**src/rtl/dtc_pkg.sv**
```systemverilog
// Shared constants and types for the SRU-side DTC link master.
package dtc_pkg;
    localparam logic [7:0] CMD_SLOW = 8'hE1;
    localparam logic [7:0] CMD_E2   = 8'hE2;
    localparam logic [7:0] CMD_E4   = 8'hE4;
    localparam logic [7:0] CMD_E8   = 8'hE8;
    localparam logic [7:0] CMD_E9   = 8'hE9;
    localparam logic [7:0] CMD_EA   = 8'hEA;
    localparam logic [7:0] CMD_EF   = 8'hEF;

    localparam logic [15:0] HDR_RPL  = 16'hF7F7;
    localparam logic [15:0] HDR_STS  = 16'hDCDC;
    localparam logic [15:0] HDR_EVT  = 16'h5C5C;
    localparam logic [15:0] HDR_SYNC = 16'hBC50;

    typedef logic [3:0]  nib_t;
    typedef logic [15:0] word_t;

    typedef enum logic [2:0] {
        DS_IDLE   = 3'd0,
        DS_EVT    = 3'd1,
        DS_RPL_HI = 3'd2,
        DS_RPL_LO = 3'd3,
        DS_STS    = 3'd4
    } dec_state_e;

    // Serial length in bits; unknown codes are sent as plain 8-bit fast codes.
    function automatic logic [6:0] cmd_len(logic [7:0] code);
        case (code)
            CMD_SLOW: return 7'd72;
            CMD_E2, CMD_E4, CMD_E8, CMD_E9, CMD_EA, CMD_EF: return 7'd8;
            default: return 7'd8;
        endcase
    endfunction

    function automatic logic is_known(word_t w);
        return (w == HDR_SYNC) || (w == HDR_EVT) || (w == HDR_RPL) || (w == HDR_STS);
    endfunction
endpackage

```
**src/rtl/dtc_sru_master_if.sv**
```systemverilog
// Link and user-side signal bundle of dtc_sru_master.
interface dtc_sru_master_if;
    import dtc_pkg::*;
    logic        trig_q1, trig_q2;
    logic        data_q1, data_q2, ret_q1, ret_q2;
    logic        l0_req, l1_req, trig_busy;
    logic        cmd_valid, cmd_ready;
    logic [7:0]  cmd_code;
    logic [63:0] cmd_payload;
    logic        evt_valid, evt_sof, evt_eof;
    logic [11:0] evt_data;
    logic        rpl_valid;
    logic [31:0] rpl_data;
    logic        sts_valid;
    word_t       sts_data;
    logic        rx_locked, evt_err;

    modport master (
        output trig_q1, trig_q2, trig_busy, cmd_ready,
               evt_valid, evt_sof, evt_eof, evt_data,
               rpl_valid, rpl_data, sts_valid, sts_data, rx_locked, evt_err,
        input  data_q1, data_q2, ret_q1, ret_q2, l0_req, l1_req,
               cmd_valid, cmd_code, cmd_payload
    );
    modport slave (
        input  trig_q1, trig_q2, trig_busy, cmd_ready,
               evt_valid, evt_sof, evt_eof, evt_data,
               rpl_valid, rpl_data, sts_valid, sts_data, rx_locked, evt_err,
        output data_q1, data_q2, ret_q1, ret_q2, l0_req, l1_req,
               cmd_valid, cmd_code, cmd_payload
    );
endinterface

```
**src/rtl/dtc_word_aligner.sv**
```systemverilog
// Nibble shifter and 4-phase BC50 search; word_valid/word every 4 cycles once locked.
module dtc_word_aligner
    import dtc_pkg::*;
#(
    parameter int LOCK_COUNT   = 8,
    parameter int UNLOCK_COUNT = 4
) (
    input  logic  clk,
    input  logic  rst,
    input  nib_t  nib,
    input  logic  word_bad,
    output logic  word_valid,
    output word_t word,
    output logic  locked,
    output logic  unlock
);
    localparam int HW = $clog2(LOCK_COUNT + 1);
    localparam int BW = $clog2(UNLOCK_COUNT + 1);

    word_t                sr_q, sr_d;
    logic [1:0]           ph_cnt_q, ph_cnt_d, phase_q, phase_d;
    logic                 locked_q, locked_d;
    logic [3:0][HW-1:0]   hit_q, hit_d;
    logic [BW-1:0]        bad_q, bad_d;

    always_comb begin
        // Newest nibble enters at the top so the first nibble ends up least significant.
        sr_d       = {nib, sr_q[15:4]};
        ph_cnt_d   = ph_cnt_q + 2'd1;
        phase_d    = phase_q;
        locked_d   = locked_q;
        hit_d      = hit_q;
        bad_d      = bad_q;
        unlock     = 1'b0;
        word_valid = locked_q && (ph_cnt_q == phase_q);
        if (!locked_q) begin
            if (sr_q == HDR_SYNC) begin
                if (hit_q[ph_cnt_q] == HW'(LOCK_COUNT - 1)) begin
                    locked_d = 1'b1;
                    phase_d  = ph_cnt_q;
                    bad_d    = '0;
                end else begin
                    hit_d[ph_cnt_q] = hit_q[ph_cnt_q] + 1'b1;
                end
            end else begin
                hit_d[ph_cnt_q] = '0;
            end
        end else if (word_valid) begin
            if (word_bad) begin
                if (bad_q == BW'(UNLOCK_COUNT - 1)) begin
                    unlock   = 1'b1;
                    locked_d = 1'b0;
                    hit_d    = '0;
                    bad_d    = '0;
                end else begin
                    bad_d = bad_q + 1'b1;
                end
            end else begin
                bad_d = '0;
            end
        end
    end

    always_ff @(posedge clk or posedge rst) begin
        if (rst) begin
            sr_q     <= '0;
            ph_cnt_q <= '0;
            phase_q  <= '0;
            locked_q <= 1'b0;
            hit_q    <= '0;
            bad_q    <= '0;
        end else begin
            sr_q     <= sr_d;
            ph_cnt_q <= ph_cnt_d;
            phase_q  <= phase_d;
            locked_q <= locked_d;
            hit_q    <= hit_d;
            bad_q    <= bad_d;
        end
    end

    assign word   = sr_q;
    assign locked = locked_q;
endmodule

```
**src/rtl/dtc_sru_master.sv**
```systemverilog
// SRU master end of one DTC link: trigger slots, command shifter, RX word decoder.
// DTC_SRU_ERRCNT_EN adds saturating error counters err_evt_cnt/err_unlock_cnt/err_trig_drop_cnt.
module dtc_sru_master
    import dtc_pkg::*;
#(
    parameter int LOCK_COUNT    = 8,
    parameter int UNLOCK_COUNT  = 4,
    parameter int MAX_EVT_WORDS = 4096
) (
    input  logic dtc_clk,
    input  logic rst,
    dtc_sru_master_if.master bus
`ifdef DTC_SRU_ERRCNT_EN
    ,
    output logic [15:0] err_evt_cnt,
    output logic [15:0] err_unlock_cnt,
    output logic [15:0] err_trig_drop_cnt
`endif
);
    localparam int CW = $clog2(MAX_EVT_WORDS + 1);
    localparam logic [1:0] TS_IDLE = 2'd0, TS_S0 = 2'd1, TS_S1 = 2'd2, TS_S2 = 2'd3;

    logic [1:0]  ts_q, ts_d;
    logic        ts_l1_q, ts_l1_d, trig_drop;
    logic [71:0] sh_q, sh_d;
    logic [6:0]  bits_q, bits_d;

    always_comb begin
        ts_d    = ts_q;
        ts_l1_d = ts_l1_q;
        case (ts_q)
            TS_IDLE: if (bus.l0_req || bus.l1_req) begin
                ts_d    = TS_S0;
                ts_l1_d = bus.l1_req;
            end
            TS_S0:   ts_d = TS_S1;
            TS_S1:   ts_d = TS_S2;
            default: ts_d = TS_IDLE;
        endcase
        trig_drop = (ts_q != TS_IDLE) && (bus.l0_req || bus.l1_req);

        sh_d   = sh_q;
        bits_d = bits_q;
        if (bits_q != 7'd0) begin
            sh_d   = {sh_q[70:0], 1'b0};
            bits_d = bits_q - 7'd1;
        end else if (bus.cmd_valid) begin
            sh_d   = {bus.cmd_code, (bus.cmd_code == CMD_SLOW) ? bus.cmd_payload : 64'd0};
            bits_d = cmd_len(bus.cmd_code);
        end
    end

    assign bus.trig_busy = (ts_q != TS_IDLE);
    assign bus.trig_q1   = (ts_q == TS_S0) || ((ts_q == TS_S1) && ts_l1_q);
    assign bus.cmd_ready = (bits_q == 7'd0);
    assign bus.trig_q2   = sh_q[71];

    logic  word_valid, word_bad, locked, unlock;
    word_t word;

    dtc_word_aligner #(.LOCK_COUNT(LOCK_COUNT), .UNLOCK_COUNT(UNLOCK_COUNT)) u_align (
        .clk(dtc_clk), .rst(rst),
        .nib({bus.ret_q2, bus.data_q2, bus.ret_q1, bus.data_q1}),
        .word_bad(word_bad), .word_valid(word_valid), .word(word),
        .locked(locked), .unlock(unlock)
    );

    dec_state_e   st_q, st_d;
    logic         hold_vld_q, hold_vld_d, hold_sof_q, hold_sof_d, first_q, first_d, ovf_q, ovf_d;
    logic [11:0]  hold_q, hold_d;
    logic [CW-1:0] cnt_q, cnt_d;
    logic         evt_valid_q, evt_valid_d, evt_sof_q, evt_sof_d, evt_eof_q, evt_eof_d;
    logic [11:0]  evt_data_q, evt_data_d;
    logic         rpl_valid_q, rpl_valid_d, sts_valid_q, sts_valid_d, evt_err_q, evt_err_d;
    logic [31:0]  rpl_data_q, rpl_data_d;
    word_t        sts_data_q, sts_data_d;
    logic         is_sample;

    always_comb begin
        st_d = st_q; hold_vld_d = hold_vld_q; hold_sof_d = hold_sof_q; first_d = first_q;
        ovf_d = ovf_q; hold_d = hold_q; cnt_d = cnt_q;
        evt_valid_d = 1'b0; evt_sof_d = 1'b0; evt_eof_d = 1'b0; evt_data_d = evt_data_q;
        rpl_valid_d = 1'b0; rpl_data_d = rpl_data_q;
        sts_valid_d = 1'b0; sts_data_d = sts_data_q; evt_err_d = 1'b0;
        is_sample = (word[15:12] == 4'h0);
        word_bad  = word_valid && !is_known(word) &&
                    ((st_q == DS_IDLE) || ((st_q == DS_EVT) && !is_sample));
        if (unlock) begin
            evt_err_d  = (st_q == DS_EVT);
            st_d       = DS_IDLE;
            hold_vld_d = 1'b0;
        end else if (word_valid) begin
            case (st_q)
                DS_IDLE: begin
                    case (word)
                        HDR_EVT: begin
                            st_d = DS_EVT; first_d = 1'b1; hold_vld_d = 1'b0;
                            ovf_d = 1'b0; cnt_d = '0;
                        end
                        HDR_RPL: st_d = DS_RPL_HI;
                        HDR_STS: st_d = DS_STS;
                        default: ;
                    endcase
                end
                DS_RPL_HI: begin rpl_data_d[31:16] = word; st_d = DS_RPL_LO; end
                DS_RPL_LO: begin rpl_data_d[15:0] = word; rpl_valid_d = 1'b1; st_d = DS_IDLE; end
                DS_STS:    begin sts_data_d = word; sts_valid_d = 1'b1; st_d = DS_IDLE; end
                DS_EVT: begin
                    // Samples are held one word so the trailing BC50 can mark eof on the last one.
                    if (word == HDR_SYNC) begin
                        if (hold_vld_q) begin
                            evt_valid_d = 1'b1; evt_sof_d = hold_sof_q; evt_eof_d = 1'b1;
                            evt_data_d  = hold_q;
                        end
                        hold_vld_d = 1'b0;
                        st_d       = DS_IDLE;
                    end else if (ovf_q) begin
                        st_d = DS_EVT;
                    end else if (is_sample) begin
                        if (hold_vld_q) begin
                            evt_valid_d = 1'b1; evt_sof_d = hold_sof_q; evt_data_d = hold_q;
                        end
                        if (cnt_q == CW'(MAX_EVT_WORDS)) begin
                            evt_err_d = 1'b1; ovf_d = 1'b1; hold_vld_d = 1'b0;
                        end else begin
                            cnt_d = cnt_q + 1'b1; hold_vld_d = 1'b1; hold_d = word[11:0];
                            hold_sof_d = first_q; first_d = 1'b0;
                        end
                    end else begin
                        evt_err_d = 1'b1; hold_vld_d = 1'b0; st_d = DS_IDLE;
                    end
                end
                default: st_d = DS_IDLE;
            endcase
        end
    end

    always_ff @(posedge dtc_clk or posedge rst) begin
        if (rst) begin
            ts_q <= TS_IDLE; ts_l1_q <= 1'b0; sh_q <= '0; bits_q <= '0;
            st_q <= DS_IDLE; hold_vld_q <= 1'b0; hold_sof_q <= 1'b0; first_q <= 1'b0;
            ovf_q <= 1'b0; hold_q <= '0; cnt_q <= '0;
            evt_valid_q <= 1'b0; evt_sof_q <= 1'b0; evt_eof_q <= 1'b0; evt_data_q <= '0;
            rpl_valid_q <= 1'b0; rpl_data_q <= '0; sts_valid_q <= 1'b0; sts_data_q <= '0;
            evt_err_q <= 1'b0;
        end else begin
            ts_q <= ts_d; ts_l1_q <= ts_l1_d; sh_q <= sh_d; bits_q <= bits_d;
            st_q <= st_d; hold_vld_q <= hold_vld_d; hold_sof_q <= hold_sof_d; first_q <= first_d;
            ovf_q <= ovf_d; hold_q <= hold_d; cnt_q <= cnt_d;
            evt_valid_q <= evt_valid_d; evt_sof_q <= evt_sof_d; evt_eof_q <= evt_eof_d;
            evt_data_q <= evt_data_d; rpl_valid_q <= rpl_valid_d; rpl_data_q <= rpl_data_d;
            sts_valid_q <= sts_valid_d; sts_data_q <= sts_data_d; evt_err_q <= evt_err_d;
        end
    end

    assign bus.evt_valid = evt_valid_q;
    assign bus.evt_sof   = evt_sof_q;
    assign bus.evt_eof   = evt_eof_q;
    assign bus.evt_data  = evt_data_q;
    assign bus.rpl_valid = rpl_valid_q;
    assign bus.rpl_data  = rpl_data_q;
    assign bus.sts_valid = sts_valid_q;
    assign bus.sts_data  = sts_data_q;
    assign bus.evt_err   = evt_err_q;
    assign bus.rx_locked = locked;

`ifdef DTC_SRU_ERRCNT_EN
    logic [15:0] ce_q, ce_d, cu_q, cu_d, ct_q, ct_d;
    always_comb begin
        ce_d = ce_q + 16'((evt_err_d && (ce_q != 16'hFFFF)) ? 1 : 0);
        cu_d = cu_q + 16'((unlock    && (cu_q != 16'hFFFF)) ? 1 : 0);
        ct_d = ct_q + 16'((trig_drop && (ct_q != 16'hFFFF)) ? 1 : 0);
    end
    always_ff @(posedge dtc_clk or posedge rst) begin
        if (rst) begin
            ce_q <= '0; cu_q <= '0; ct_q <= '0;
        end else begin
            ce_q <= ce_d; cu_q <= cu_d; ct_q <= ct_d;
        end
    end
    assign err_evt_cnt       = ce_q;
    assign err_unlock_cnt    = cu_q;
    assign err_trig_drop_cnt = ct_q;
`else
    logic unused_drop;
    assign unused_drop = trig_drop;
`endif
endmodule

```
**src/flat_wrapper.sv**
```systemverilog
// flat-port wrapper written by rule: the top's interface ports become plain ports
module dtc_sru_master_flat import dtc_pkg::*;
#(
    parameter int LOCK_COUNT    = 8,
    parameter int UNLOCK_COUNT  = 4,
    parameter int MAX_EVT_WORDS = 4096
)
  (dtc_clk, rst, bus_trig_q1, bus_trig_q2, bus_trig_busy, bus_cmd_ready, bus_evt_valid, bus_evt_sof, bus_evt_eof, bus_evt_data, bus_rpl_valid, bus_rpl_data, bus_sts_valid, bus_sts_data, bus_rx_locked, bus_evt_err, bus_data_q1, bus_data_q2, bus_ret_q1, bus_ret_q2, bus_l0_req, bus_l1_req, bus_cmd_valid, bus_cmd_code, bus_cmd_payload);
  dtc_sru_master_if bus_i ();
  input  logic dtc_clk;
  input  logic rst;
  output wire logic [$bits(bus_i.trig_q1)-1:0] bus_trig_q1;
  output wire logic [$bits(bus_i.trig_q2)-1:0] bus_trig_q2;
  output wire logic [$bits(bus_i.trig_busy)-1:0] bus_trig_busy;
  output wire logic [$bits(bus_i.cmd_ready)-1:0] bus_cmd_ready;
  output wire logic [$bits(bus_i.evt_valid)-1:0] bus_evt_valid;
  output wire logic [$bits(bus_i.evt_sof)-1:0] bus_evt_sof;
  output wire logic [$bits(bus_i.evt_eof)-1:0] bus_evt_eof;
  output wire logic [$bits(bus_i.evt_data)-1:0] bus_evt_data;
  output wire logic [$bits(bus_i.rpl_valid)-1:0] bus_rpl_valid;
  output wire logic [$bits(bus_i.rpl_data)-1:0] bus_rpl_data;
  output wire logic [$bits(bus_i.sts_valid)-1:0] bus_sts_valid;
  output wire logic [$bits(bus_i.sts_data)-1:0] bus_sts_data;
  output wire logic [$bits(bus_i.rx_locked)-1:0] bus_rx_locked;
  output wire logic [$bits(bus_i.evt_err)-1:0] bus_evt_err;
  input wire logic [$bits(bus_i.data_q1)-1:0] bus_data_q1;
  input wire logic [$bits(bus_i.data_q2)-1:0] bus_data_q2;
  input wire logic [$bits(bus_i.ret_q1)-1:0] bus_ret_q1;
  input wire logic [$bits(bus_i.ret_q2)-1:0] bus_ret_q2;
  input wire logic [$bits(bus_i.l0_req)-1:0] bus_l0_req;
  input wire logic [$bits(bus_i.l1_req)-1:0] bus_l1_req;
  input wire logic [$bits(bus_i.cmd_valid)-1:0] bus_cmd_valid;
  input wire logic [$bits(bus_i.cmd_code)-1:0] bus_cmd_code;
  input wire logic [$bits(bus_i.cmd_payload)-1:0] bus_cmd_payload;
  assign bus_trig_q1 = bus_i.trig_q1;
  assign bus_trig_q2 = bus_i.trig_q2;
  assign bus_trig_busy = bus_i.trig_busy;
  assign bus_cmd_ready = bus_i.cmd_ready;
  assign bus_evt_valid = bus_i.evt_valid;
  assign bus_evt_sof = bus_i.evt_sof;
  assign bus_evt_eof = bus_i.evt_eof;
  assign bus_evt_data = bus_i.evt_data;
  assign bus_rpl_valid = bus_i.rpl_valid;
  assign bus_rpl_data = bus_i.rpl_data;
  assign bus_sts_valid = bus_i.sts_valid;
  assign bus_sts_data = bus_i.sts_data;
  assign bus_rx_locked = bus_i.rx_locked;
  assign bus_evt_err = bus_i.evt_err;
  assign bus_i.data_q1 = bus_data_q1;
  assign bus_i.data_q2 = bus_data_q2;
  assign bus_i.ret_q1 = bus_ret_q1;
  assign bus_i.ret_q2 = bus_ret_q2;
  assign bus_i.l0_req = bus_l0_req;
  assign bus_i.l1_req = bus_l1_req;
  assign bus_i.cmd_valid = bus_cmd_valid;
  assign bus_i.cmd_code = bus_cmd_code;
  assign bus_i.cmd_payload = bus_cmd_payload;
  dtc_sru_master #(.LOCK_COUNT(LOCK_COUNT), .UNLOCK_COUNT(UNLOCK_COUNT), .MAX_EVT_WORDS(MAX_EVT_WORDS)) u_core (.dtc_clk(dtc_clk), .rst(rst), .bus(bus_i));
endmodule
```
**config.mk**
```make
export PLATFORM = sky130hd
export DESIGN_NAME = dtc_sru_master_flat
export DESIGN_NICKNAME = d
export VERILOG_FILES = /design/src/rtl/dtc_pkg.sv /design/src/rtl/dtc_sru_master_if.sv /design/src/rtl/dtc_word_aligner.sv /design/src/rtl/dtc_sru_master.sv /design/src/flat_wrapper.sv
export SDC_FILE = /design/constraint.sdc
export NUM_CORES = 1
export LEC_CHECK = 0
export ABC_AREA = 1
export BUFFER_PORTS_ARGS = -buffer_cell sky130_fd_sc_hd__buf_4
export CAP_MARGIN = 20
export CORE_ASPECT_RATIO = 2
export CORE_MARGIN = 4
export CORE_UTILIZATION = 24
export DETAILED_ROUTE_END_ITERATION = 12
export GPL_ROUTABILITY_DRIVEN = 0
export GPL_TIMING_DRIVEN = 0
export SLEW_MARGIN = 20
export SYNTH_ARGS = -nofsm -noshare
export SYNTH_HDL_FRONTEND = slang
export SYNTH_HIERARCHICAL = 1
export SYNTH_SLANG_ARGS = --single-unit
```
**constraint.sdc**
```tcl
create_clock -name dtc_clk -period 7.15 [get_ports dtc_clk]
set_input_delay 1.0725 -clock dtc_clk [delete_from_list [all_inputs] [get_ports dtc_clk]]
set_output_delay 1.0725 -clock dtc_clk [all_outputs]
set_load 0.01 [all_outputs]
```
# Word-level counts from Yosys, hierarchy flattened
# Index checks and enable logic that the tools add are counted.
# word_totals
latchBits,0
mem_count,0
regBits,220
rom_bits,0
output_inout_bits,71
mem_bits_rw,0
input_bits,81
# op_classes
muxes,101
bitwise,7
eq_ne,30
mul,0
order_cmp,2
shifts,0
n_div,0
n_reduce_logical,40
add_sub_neg,5
# ops
cell,n
$mux W72,2
$mux W16,6
$mux W13,5
$mux W64,1
$mux W1,56
$eq A16 B16 Y1 const B,3
$mux W12,4
$mux W3,11
$pmux W13 S2,1
$mux W7,3
$pmux W3 S3,2
$reduce_and A3 Y1,6
$and A16 B16 Y16,1
$bwmux W16,1
$eq A16 B15 Y1 const B,1
$not A16 Y16,1
$reduce_bool A2 Y1,7
$add A13 B1 Y13 const B,1
$eq A13 B13 Y1 const B,1
$ne A2 B1 Y1 const B,5
$ne A2 B2 Y1 const B,5
$reduce_and A5 Y1,2
$eq A3 B2 Y1 const B,3
$bmux W4 S2,1
other kinds (37),56

# Depth between registers and ports, before layout
# Gate-level depths: netlist of run 1.
# depth
word_depth,12
mapped_depth,17

# Hierarchy
# Netlist of run 1, hierarchy kept.
# by_module_without_submodules
mod,n_inst,area_each_um2,cells_each
dtc_sru_master,1,8358.0,1005
dtc_word_aligner,1,2133.3,284

# Worst setup path after synthesis of run 1
# OpenSTA, ideal clock, no wires.
# synth_timing
path_type,register to register
startpoint,register u_core.u_align.ph_cnt_q[0]
endpoint,register u_core.sts_data_q[4] (netlist: u_core/bus.sts_data[4])
n_path_buf,2
period_less_slack_ns,2.382
arrival_time_ns,2.249
setup_slack_ns,4.768
stages_incl_launch_ff,15
required_ns,7.017
setup_time_ns,0.133
cell_sequence,dfrtp_1 buf_4 xnor2_1 nand3_1 inv_1 nand4_1 nor2_1 nand4_1 nor2_1 nor2_4 inv_1 nor3_2 inv_1 clkbuf_1 o21ai_0
# synth_between
elab_chain_len,9
# synth_lines
element,line_no,rtl
"start, declared",dtc_word_aligner.sv:21,"logic [1:0] ph_cnt_q, ph_cnt_d, phase_q, phase_d;"
"start signal, assigned",dtc_word_aligner.sv:74,ph_cnt_q <= ph_cnt_d;
$eq A2 B2 Y1,dtc_word_aligner.sv:35,word_valid = locked_q && (ph_cnt_q == phase_q);
$logic_and A1 B1 Y1,dtc_word_aligner.sv:35,
via u_core.word_valid,dtc_sru_master.sv:58,"logic word_valid, word_bad, locked, unlock;"
$logic_and A1 B1 Y1 (2 in a row),dtc_sru_master.sv:86,word_bad = word_valid && !is_known(word) &&
via u_core.word_bad,dtc_sru_master.sv:58,
$mux W1,dtc_word_aligner.sv:49,if (word_bad) begin
$mux W1,dtc_word_aligner.sv:48,end else if (word_valid) begin
$mux W1,dtc_word_aligner.sv:36,if (!locked_q) begin
via u_core.unlock,dtc_sru_master.sv:58,
$not A1 Y1 (no line),n/a,
$reduce_and A3 Y1 (no line),n/a,
"end signal, assigned",dtc_sru_master.sv:152,sts_valid_q <= sts_valid_d; sts_data_q <= sts_data_d; evt_err_q <= evt_err_d;
"end, declared",dtc_sru_master.sv:76,"word_t sts_data_q, sts_data_d;"
# The timed path passes the listed nets, and every way through them passes these cells.
# A chain may end at the register's enable or synchronous reset.

# Final worst setup path of run 1
# layout_timing
startpoint,register u_core.u_align.sr_q[13] (netlist: u_core/u_align/word[13])
endpoint,register u_core.sts_data_q[8] (netlist: u_core/bus.sts_data[8])
# layout_between
elab_chain_len,12
# layout_lines
element,line_no,rtl
"start, declared",dtc_word_aligner.sv:20,"word_t sr_q, sr_d;"
"start signal, assigned",dtc_word_aligner.sv:73,sr_q <= sr_d;
$eq A16 B16 Y1 / $eq A16 B15 Y1 (equally long branches),dtc_pkg.sv:37,return (w == HDR_SYNC) || (w == HDR_EVT) || (w == HDR_RPL) || (w == HDR_STS);
$logic_or A1 B1 Y1 (3 in a row),dtc_pkg.sv:37,
$logic_not A1 Y1,dtc_sru_master.sv:86,
$logic_and A1 B1 Y1,dtc_sru_master.sv:86,
$logic_and A1 B1 Y1 (*),dtc_sru_master.sv:86,
via u_core.word_bad,dtc_sru_master.sv:58,
$mux W1 (*),dtc_word_aligner.sv:49,
$mux W1 (*),dtc_word_aligner.sv:48,
$mux W1 (*),dtc_word_aligner.sv:36,
via u_core.unlock,dtc_sru_master.sv:58,
$not A1 Y1 (no line) (*),n/a,
$reduce_and A3 Y1 (no line) (*),n/a,
# Mark *: on every way through the listed nets, which the timed path passes. The rest lies on a longest branch.

==> results.ini, run 1 <==
[finish]
fill_cells=4570
area_delta_synth_final_pct=25.9
final_common_cell=nand2_1
utilization=0.305
final_area_mm2=0.0132
drive_gt1_frac=0.173
stdcell_count=2034
final_cell_mix=406 x nand2_1, 220 x dfrtp_1, 158 x buf_4
nets=1561
antenna_cells=0

[grt]
track_usage=0.135
grt_pass1_wl_mm=51.7
antenna_found_initial=0
met2_usage=0.272
met1_usage=0.133
top_usage_layer=met2
use_met3=0.0191
grt_max_degree=97
overflow=0
first_global_vias=9787

[drt]
drc=0
dr.pass1.iters=5
drt-initial-drc-count=625
wirelength_mm=32.5
vias=9398
via_per_inst=4.62
antenna_left=0
routedWlPerCell_um=16.0

[setup_path]
worstPathMaxFanout=10
crit_path_frequent_cell=inv_1
end_kind=flop
path_delay_family=simple AND/OR/NAND/NOR gates
worstPathCellList=inv_1, nand4_1, inv_1, o21ai_0, nand4_1, nor2_1, nand4_1, nor2_1, nor2_4, inv_1, nor3_2, inv_1, clkbuf_1, o21ai_0
cpMaxStageDelayCell=dfrtp_1
cp.arrival_ns=3.77
max_stage_delay_ns=0.49
worst_setup_path_start_kind=flop
worstSetupPathType=reg -> reg
path_buf_inv=5
cp.required_ns=7.56

[place]
place_inst=1992
numPortBuffers=151
dpl_cell_area_mm2=0.0124
hpwlAfterDp_mm=24.9

[clocking]
numCtsBuffers=24
cts.sinks=220
cts_root_buf=clkbuf_16
post_cts_buffers=0
holdBufCountCts=0
htreeDepth=1
clk_pin_slew_ns=0.06
cts_tree=built
clock_latency_ns=0.55
ctsResizeCount=0
clock_path_buffers=3

[yosys]
synth_edf_count=0
synthCells=1289
synthFlopType=dfrtp_1
yosys.area.top_type_share=0.525
synth.area.top_cells=dfrtp_1 52%, nand2_1 15%, nand3_1 5.2%
yosysWarnings=6
ys_seq_area_frac=0.525
synthArstFlopShare=1.00
ys_types=38
synth_top_cell_by_area=dfrtp_1
syn-num-nets=1382
avgSynthCellArea_um2=8.14
synth_seq_cells=220
synth_area_mm2=0.0105

[die]
die_w_um=156
die_area_mm2=0.0473
core_area_mm2=0.0434
row_count=108
initial_utilization=0.242
die_h_um=304
io_pins=152

[min_path]
hold_path.class=reg -> reg

[sta]
fmax_ghz=0.298
worst-slew-pin-transition_ns=0.725
skew_ns=0.0262
fin_crit_sh=0.470
hold_slack_ns=0.480
maxSlewHeadroom=0.517
period_minus_slack_ns=3.36
finalHoldViolCount=0
setup_viol=0
rsz0062_at_grt=false
drv_slew=0

[power_and_ir_drop]
ir_worst_vdd_mv=0.283
power_density_mw_per_mm2=233
p_total_uw=3080
p_leak_uw=0.00639

[job]
cap_violations=0

[run_status]
status=finished, final reports clean

per-layer routing:
layer,vias to the layer above,part of all wire
met5,-,0
met4,0,0.038
met3,67,0.049
met2,264,0.57
met1,4505,0.34
li1,4562,-
registers in the layout, summed over array words and instances, names as in the netlist, 2 cells and up:
register,flops
u_core/cnt_q,13
u_core/u_align/hit_q,16
u_core/sh_q,72
u_core/bus.sts_data,16
u_core/u_align/bad_q,3
u_core/hold_q,12
u_core/bus.rpl_data,32
u_core/ts_q,2
u_core/bus.evt_data,12
u_core/st_q,3
u_core/u_align/phase_q,2
u_core/bits_q,7
u_core/u_align/word,16
u_core/u_align/ph_cnt_q,2
Yosys cell counts, types with 3 or more instances:
cell	number
nand2_2	8
or2_2	3
buf_2	15
buf_1	10
xor2_1	11
nand3_2	4
nand3_1	108
buf_6	6
nand2_1	406
o21ai_1	42
o21ai_0	80
a21oi_1	14
nor3_1	8
nand4_1	77
nor2_4	4
clkbuf_1	19
nor2_1	94
dfrtp_1	220
inv_2	8
o311ai_0	3
inv_1	106
nor2_2	4
xnor2_1	3
ha_1	12
buf_4	7
worst paths after layout:
kind / to / start / slack (ns) / depth (start not counted)
worst max register to register: u_core/bus.sts_data[8] / u_core/u_align/word[13] / 3.79 / 14
worst min register to register: u_core/sh_q[70] / u_core/sh_q[69] / 0.48 / 2
worst min-delay path: u_core/sh_q[70] / u_core/sh_q[69] / 0.48 / 2
max in group asynchronous: u_core/sh_q[4] / rst / 5.65 / 3
min in group asynchronous: u_core/u_align/hit_q[15] / rst / 0.60 / 2
worst max-delay path: u_core/bus.sts_data[8] / u_core/u_align/word[13] / 3.79 / 14
kinds of logic after synthesis:
logic type / Yosys count / share of synthesized area
AND/OR/NAND/NOR: 722 / 0.305
adder cells (fa/ha/maj): 12 / 0.0143
AO/OA/AOI/OAI: 148 / 0.0741
buffers and inverters: 173 / 0.0705
flip-flops: 220 / 0.525
XOR/XNOR: 14 / 0.0117
stage by stage:
stage	worst slack, ns	setup TNS (ns)
final	3.79	0
after global routing	3.56	0
after CTS	3.82	0
after detailed placement	3.89	0
after global placement	-1.01	-178.44
after floorplan	1.19	0
power breakdown:
group	switching [uW]	internal (uW)
logic	215	146
clock network	534	774
registers	64.6	1340
cell type report:
cell class | count | area [um2] | share of cell area
well taps | 550 | 688 | 0.0521
clock inverters | 10 | 163 | 0.0123
flip-flops and latches | 220 | 5510 | 0.417
clock buffers | 32 | 671 | 0.0508
multi-input cells | 896 | 4250 | 0.321
inverters | 116 | 443 | 0.0335
plain buffers | 57 | 304 | 0.0230
repair buffers | 153 | 1190 | 0.0900
worst reg2reg max path: stages (launching register included):
cell      delay (ns)
dfrtp_1         0.49
inv_1           0.17
nand4_1         0.32
inv_1           0.10
o21ai_0         0.17
nand4_1         0.11
nor2_1          0.21
nand4_1         0.17
nor2_1          0.43
nor2_4          0.13
inv_1           0.12
nor3_2          0.09
inv_1           0.14
clkbuf_1        0.43
o21ai_0         0.15
Note: power is estimated with default switching activity, not from simulation.
==> inputs of run 2 (changes only) <==
--- a/config.mk
+++ b/config.mk
@@ -5,7 +5,7 @@
 export SDC_FILE = /design/constraint.sdc
 export NUM_CORES = 1
 export LEC_CHECK = 0
-export ABC_AREA = 1
+export ABC_AREA = 0
 export BUFFER_PORTS_ARGS = -buffer_cell sky130_fd_sc_hd__buf_4
 export CAP_MARGIN = 20
 export CORE_ASPECT_RATIO = 2
==> constraint.sdc (replaced) <==
create_clock -name dtc_clk -period 3 [get_ports dtc_clk]
set_input_delay 0.45 -clock dtc_clk [delete_from_list [all_inputs] [get_ports dtc_clk]]
set_output_delay 0.45 -clock dtc_clk [all_outputs]
set_load 0.01 [all_outputs]
==> results.ini, run 2 <==
[clocking]
clock_latency_ns=0.54  ; about the same
htreeDepth=1  ; unchanged
clock_path_buffers=3  ; unchanged
cts_tree=built
numCtsBuffers=23  ; -4.2%
cts.sinks=220  ; unchanged
cts_root_buf=clkbuf_16
clk_pin_slew_ns=0.06  ; about the same

[finish]
drive_gt1_frac=0.339  ; +0.165
top_register=u_core/sh_q
antenna_cells=0  ; unchanged
area_delta_synth_final_pct=36.2
final_cell_mix=210 x dfrtp_1, 185 x buf_4, 138 x nand2_1
largest_register_ffs=72  ; unchanged
nets=1216  ; -22%
final_common_cell=dfrtp_1

[grt]
grt_max_degree=32  ; -67%
first_global_vias=8246  ; -16%
track_usage=0.125  ; -0.0100
antenna_found_initial=0  ; unchanged
overflow=0  ; unchanged
grt_pass1_wl_mm=44.0  ; -15%

[yosys]
yosys.area.top_type_share=0.571  ; +0.0465
ys_seq_area_frac=0.571  ; +0.0465
synth_edf_count=0  ; unchanged
synthFlopType=dfrtp_1
syn-num-nets=991  ; -28%
synth_most_common_cell=dfrtp_1
avgSynthCellArea_um2=10.7  ; +32%
ys_types=69  ; +82%
synth_seq_cells=220  ; unchanged
synth_top_cell_by_area=dfrtp_1
synth_area_mm2=0.00964  ; -8.1%
yosysWarnings=6  ; unchanged
synth.area.top_cells=dfrtp_1 57%, mux2_2 6.3%, nand2_1 5.5%
synthArstFlopShare=1.00  ; unchanged
synth_commonest_cells=220 x dfrtp_1, 140 x nand2_1, 85 x o21ai_0
synthCells=898  ; -30%

[setup_path]
cp.arrival_ns=3.40  ; -0.37 ns
worstSetupPathType=reg -> reg
max_stage_delay_ns=0.42  ; -0.07 ns
cp.required_ns=3.42  ; -4.14 ns
worst_setup_path_start_kind=flop
regToRegStartpoint=u_core/u_align/phase_q[0]
worstPathMaxFanout=6  ; -4
reg2regPathDepth=13  ; -1
worstReg2RegEnd=u_core/bus.sts_data[3]
rrSetupSlack_ns=0.02  ; -3.77 ns
cpMaxStageDelayCell=dfrtp_1
worstPathCellList=xor2_2, or3_4, clkinv_4, nand2b_4, a211oi_2, and4b_2, nand3b_1, nor2_4, buf_12, nor4b_4, buf_4, buf_8, mux2_4
end_kind=flop

[die]
core_area_mm2=0.0396  ; -8.8%
die_w_um=150  ; -3.9%
die_area_mm2=0.0436  ; -7.8%
io_pins=152  ; unchanged
initial_utilization=0.244  ; +0.00174
die_h_um=291  ; -4.0%
row_count=103  ; -4.6%

[power_and_ir_drop]
p_total_uw=7930  ; +160%
p_leak_uw=0.00614  ; -3.8%
ir_worst_vdd_mv=0.403  ; +43%
power_density_mw_per_mm2=604  ; +160%

[sta]
fmax_ghz=0.335  ; +13%
finalHoldViolCount=0  ; unchanged
rsz0062_at_grt=true
fin_tns_setup_ns=0  ; unchanged
drv_slew=0  ; unchanged
skew_ns=0.0150  ; -0.0112 ns
maxSlewHeadroom=0.316  ; -0.201
worst-slew-pin-transition_ns=1.02  ; +0.293 ns
period_minus_slack_ns=2.98  ; -0.376 ns
setup_viol=0  ; unchanged
fin_crit_sh=0.994  ; +0.524

[drt]
drc=0  ; unchanged
wirelength_mm=27.8  ; -14%
routedWlPerCell_um=16.7  ; +4.5%
dr.pass1.iters=5  ; unchanged
vias=7607  ; -19%
antenna_left=0  ; unchanged
via_per_inst=4.57  ; -1.1%
drt-initial-drc-count=333  ; -47%

[place]
hpwlAfterDp_mm=20.3  ; -19%
numPortBuffers=151  ; unchanged

[min_path]
worst_hold_path.endpoint=u_core/u_align/word[14]
min_from=bus_data_q2
hold_path.class=in -> reg
worstHoldPathCells=1  ; -1

[run_status]
status=finished, final reports clean

[job]
cap_violations=0  ; unchanged

==> run 2: how the worst max path moves through the flow <==
stage,start,endpoint,slack [ns],cells after the start
6_report,u_core/u_align/phase_q[0],u_core/bus.sts_data[3],0.02,13
3_5_place_dp,u_core/u_align/word[10],u_core/bus.rpl_data[5],-0.89,11
4_1_cts,u_core/u_align/ph_cnt_q[0],u_core/cnt_q[1],0.007,16
3_3_place_gp,rst,u_core/sh_q[22],-1.06,2
2_1_floorplan,u_core/u_align/word[5],u_core/bus.sts_data[0],-0.01,11
5_1_grt,u_core/u_align/ph_cnt_q[1],u_core/cnt_q[5],-0.07,14
==> run 2: cell type report <==
| cell class | instances | area, um2 |
|---|---|---|
| Fill cell | 3998 | 26400 |
| Sequential cell | 220 | 5520 |
| Multi-Input combinational cell | 607 | 4090 |
| Timing Repair Buffer | 205 | 1700 |
| Tap cell | 525 | 657 |
| Clock buffer | 31 | 636 |
| Buffer | 44 | 302 |
| Clock inverter | 11 | 131 |
| Inverter | 22 | 96.3 |
==> run 2: logic make-up after synthesis <==
group / share of synthesized area
AOI/OAI and AO/OA: 0.127
DFF: 0.571
muxes: 0.0970
xor gates and xnor gates: 0.00545
buffers and inverters: 0.0340
and+or+nand+nor: 0.149
adders and majority gates: 0.0156
==> run 2: where the power goes <==
group | internal, uW | switching [uW] | leakage (uW)
combinational | 594 | 612 | 0.00288
clock | 1680 | 1250 | 0.000369
sequential | 3490 | 293 | 0.00289
==> run 2: layer usage <==
metal / up-vias / global-route usage / wire length [um]
met5: - / 0 / 0
met4: 0 / 0.0545 / 1300
met3: 54 / 0.0215 / 1440
met2: 187 / 0.248 / 15700
met1: 3764 / 0.124 / 9390
li1: 3602 / - / -
==> run 2: timing repair <==
action	CTS	global route
buffers inserted	33	9
pin swaps	12	11
hold buffers	4	0
endpoints found under the hold margin	31	0
gates cloned	3	0
setup endpoints to repair	98	105
gates resized for setup	47	55
==> run 2: critical path, delay by kind of cell (launching register included) <==
kind                   cells  cell delay (ns)
XOR/XNOR                   1             0.19
AO/OA/AOI/OAI              1             0.13
buffers and inverters      4             0.53
AND/OR/NAND/NOR            6             1.30
flip-flops                 1             0.42
multiplexers               1             0.30
==> run 2: per-stage QoR <==
step	setup WS, ns	hold slack [ns]	util	instance area (um2)	std cells
4_1_cts	0.00732	0.0173	0.327	12900	1661
3_3_place_gp	-1.06	0.460	0.292	11500	1574
5_1_grt	-0.0737	0.0197	0.332	13100	1665
3_5_place_dp	-0.895	0.445	0.295	11700	1581
6_report	0.0178	0.0432	0.332	13100	1665
2_1_floorplan	-0.0131	0.441	-	9750	898
==> inputs of run 3 (changes only) <==
--- a/config.mk
+++ b/config.mk
@@ -14,6 +14,7 @@
 export DETAILED_ROUTE_END_ITERATION = 12
 export GPL_ROUTABILITY_DRIVEN = 0
 export GPL_TIMING_DRIVEN = 0
+export PLACE_DENSITY = 0.38
 export SLEW_MARGIN = 20
 export SYNTH_ARGS = -nofsm -noshare
 export SYNTH_HDL_FRONTEND = slang
==> constraint.sdc (replaced) <==
create_clock -name dtc_clk -period 2.8 [get_ports dtc_clk]
set_input_delay 0.42 -clock dtc_clk [delete_from_list [all_inputs] [get_ports dtc_clk]]
set_output_delay 0.42 -clock dtc_clk [all_outputs]
set_load 0.01 [all_outputs]
==> results.ini, run 3 (same netlist as run 2, synthesis figures left out) <==
[run_status]
violations=setup timing
status=finished, violations left

[die]
die_area_mm2=0.0436  ; unchanged
row_count=103  ; unchanged
initial_utilization=0.244  ; unchanged
io_pins=152  ; unchanged
die_w_um=150  ; unchanged
core_area_mm2=0.0396  ; unchanged
die_h_um=291  ; unchanged

[clocking]
clock_latency_ns=0.55  ; about the same
clk_pin_slew_ns=0.06  ; about the same
cts_root_buf=clkbuf_16
cts_tree=built
numCtsBuffers=24  ; +4.3%
cts.sinks=220  ; unchanged
clock_path_buffers=3  ; unchanged
htreeDepth=1  ; unchanged

[finish]
final_common_cell=dfrtp_1
final_area_mm2=0.0139  ; +6.1%
antenna_cells=0  ; unchanged
final_cell_mix=210 x dfrtp_1, 190 x buf_4, 123 x nand2_1
largest_register_ffs=72  ; unchanged
top_register=u_core/sh_q
nets=1248  ; +2.6%
fill_cells=4071  ; +1.8%
drive_gt1_frac=0.387  ; +0.0481
area_delta_synth_final_pct=44.5

[grt]
antenna_found_initial=0  ; unchanged
grt_max_degree=33  ; +3.1%
first_global_vias=8560  ; +3.8%
overflow=0  ; unchanged
track_usage=0.146  ; +0.0202
use_met3=0.0204  ; -0.00109
top_usage_layer=met2
met1_usage=0.147  ; +0.0226
met2_usage=0.296  ; +0.0487
grt_pass1_wl_mm=49.8  ; +13%

[drt]
antenna_left=0  ; unchanged
via_per_inst=4.57  ; about the same
dr.pass1.iters=4  ; -1
routedWlPerCell_um=18.8  ; +13%
vias=7734  ; +1.7%
drc=0  ; unchanged
wirelength_mm=31.9  ; +15%
drt-initial-drc-count=220  ; -34%

[sta]
drv_slew=0  ; unchanged
fmax_ghz=0.315  ; -6.0%
hold_slack_ns=0.0952  ; +0.0520 ns
fin_crit_sh=1.13  ; +0.139
maxSlewHeadroom=0.370  ; +0.0539
period_minus_slack_ns=3.17  ; +0.191 ns
finalHoldViolCount=0  ; unchanged
setup_viol=109  ; +109
fin_tns_setup_ns=-28.03  ; -28.03 ns
skew_ns=0.0300  ; +0.0149 ns
setup_ws_ns=-0.373  ; -0.391 ns
worst-slew-pin-transition_ns=0.936  ; -0.0816 ns
rsz0062_at_grt=true

[setup_path]
cp.arrival_ns=3.60  ; +0.20 ns
worst_setup_path_start_kind=flop
cp.required_ns=3.23  ; -0.19 ns
crit_path_start=u_core/u_align/ph_cnt_q[1]
end_kind=flop
worstSetupPathType=reg -> reg
worstPathMaxFanout=5  ; -1
reg2regPathDepth=15  ; +2
rrSetupSlack_ns=-0.37  ; -0.39 ns
worstReg2RegEnd=u_core/bus.rpl_data[24]
regToRegStartpoint=u_core/u_align/ph_cnt_q[1]

[min_path]
worstHoldPathCells=3  ; +2
hold_path.class=in -> reg
worst_hold_path.endpoint=u_core/sh_q[51]
min_from=bus_cmd_payload[51]

[power_and_ir_drop]
power_density_mw_per_mm2=631  ; +4.4%
p_leak_uw=0.00644  ; +4.8%
p_total_uw=8780  ; +11%
ir_worst_vdd_mv=0.448  ; +11%

[place]
dpl_cell_area_mm2=0.0118  ; +0.66%
numPortBuffers=151  ; unchanged
hpwlAfterDp_mm=22.5  ; +11%
dp_slack_ns=-1.18  ; -0.282 ns

[job]
cap_violations=0  ; unchanged

==> run 3: power by group <==
group          switching, uW  leakage [uW]  total [uW]  internal (uW)
Sequential               330       0.00289        4080           3750
Combinational            683       0.00314        1350            670
Clock                   1360      0.000406        3360           2000
Total                   2370       0.00644        8780           6410
==> run 3: per-layer routing <==
| layer | vias to the layer above | part of all wire | wire length, um |
|---|---|---|---|
| met3 | 46 | 0.041 | 1310 |
| met1 | 3853 | 0.35 | 11000 |
| met4 | 0 | 0.027 | 867 |
| li1 | 3664 | - | - |
| met5 | - | 0 | 0 |
| met2 | 171 | 0.59 | 18700 |
==> run 3: through the flow <==
| step | util | std cells |
|---|---|---|
| global route | 0.352 | 1694 |
| detailed placement | 0.297 | 1582 |
| finish | 0.352 | 1694 |
| floorplan | - | 898 |
| global placement | 0.293 | 1574 |
| CTS | 0.349 | 1693 |
==> run 3: area by class of cell <==
cell class                      count  area, um2  share of cell area
Sequential cell                   220       5520               0.396
Multi-Input combinational cell    607       4390               0.315
Timing Repair Buffer              236       2090               0.150
Clock buffer                       32        691              0.0496
Tap cell                          525        657              0.0472
Buffer                             44        354              0.0254
Clock inverter                      8        130             0.00934
Inverter                           22       98.8             0.00710
==> run 3: how the worst max path moves through the flow <==
stage / depth (start not counted) / to
after detailed placement: 11 / u_core/cnt_q[3]
after global routing: 12 / u_core/cnt_q[3]
after CTS: 17 / u_core/bus.rpl_data[24]
after floorplan: 11 / u_core/bus.sts_data[0]
after global placement: 2 / u_core/sh_q[13]
final: 15 / u_core/bus.rpl_data[24]
==> run 3: critical path: stages, from the launching register on <==
cell       delay [ns]
dfrtp_2          0.44
xor2_4           0.20
or3_4            0.41
clkinv_4         0.08
nand2b_4         0.05
a211oi_2         0.20
and4b_2          0.32
nand3b_1         0.17
nor2_4           0.24
buf_12           0.16
nor2_4           0.04
nand2_2          0.13
nor2_4           0.05
buf_12           0.13
clkbuf_16        0.15
mux2_4           0.29
==> run 3: what timing repair did <==
| action | CTS | global route |
|---|---|---|
| setup buffers | 64 | 11 |
| hold buffers | 5 | 0 |
| resized for setup | 166 | 40 |
| setup endpoints to repair | 146 | 139 |
| gates cloned | 7 | 0 |
| hold endpoints to repair | 22 | 0 |
| pin swaps | 43 | 19 |
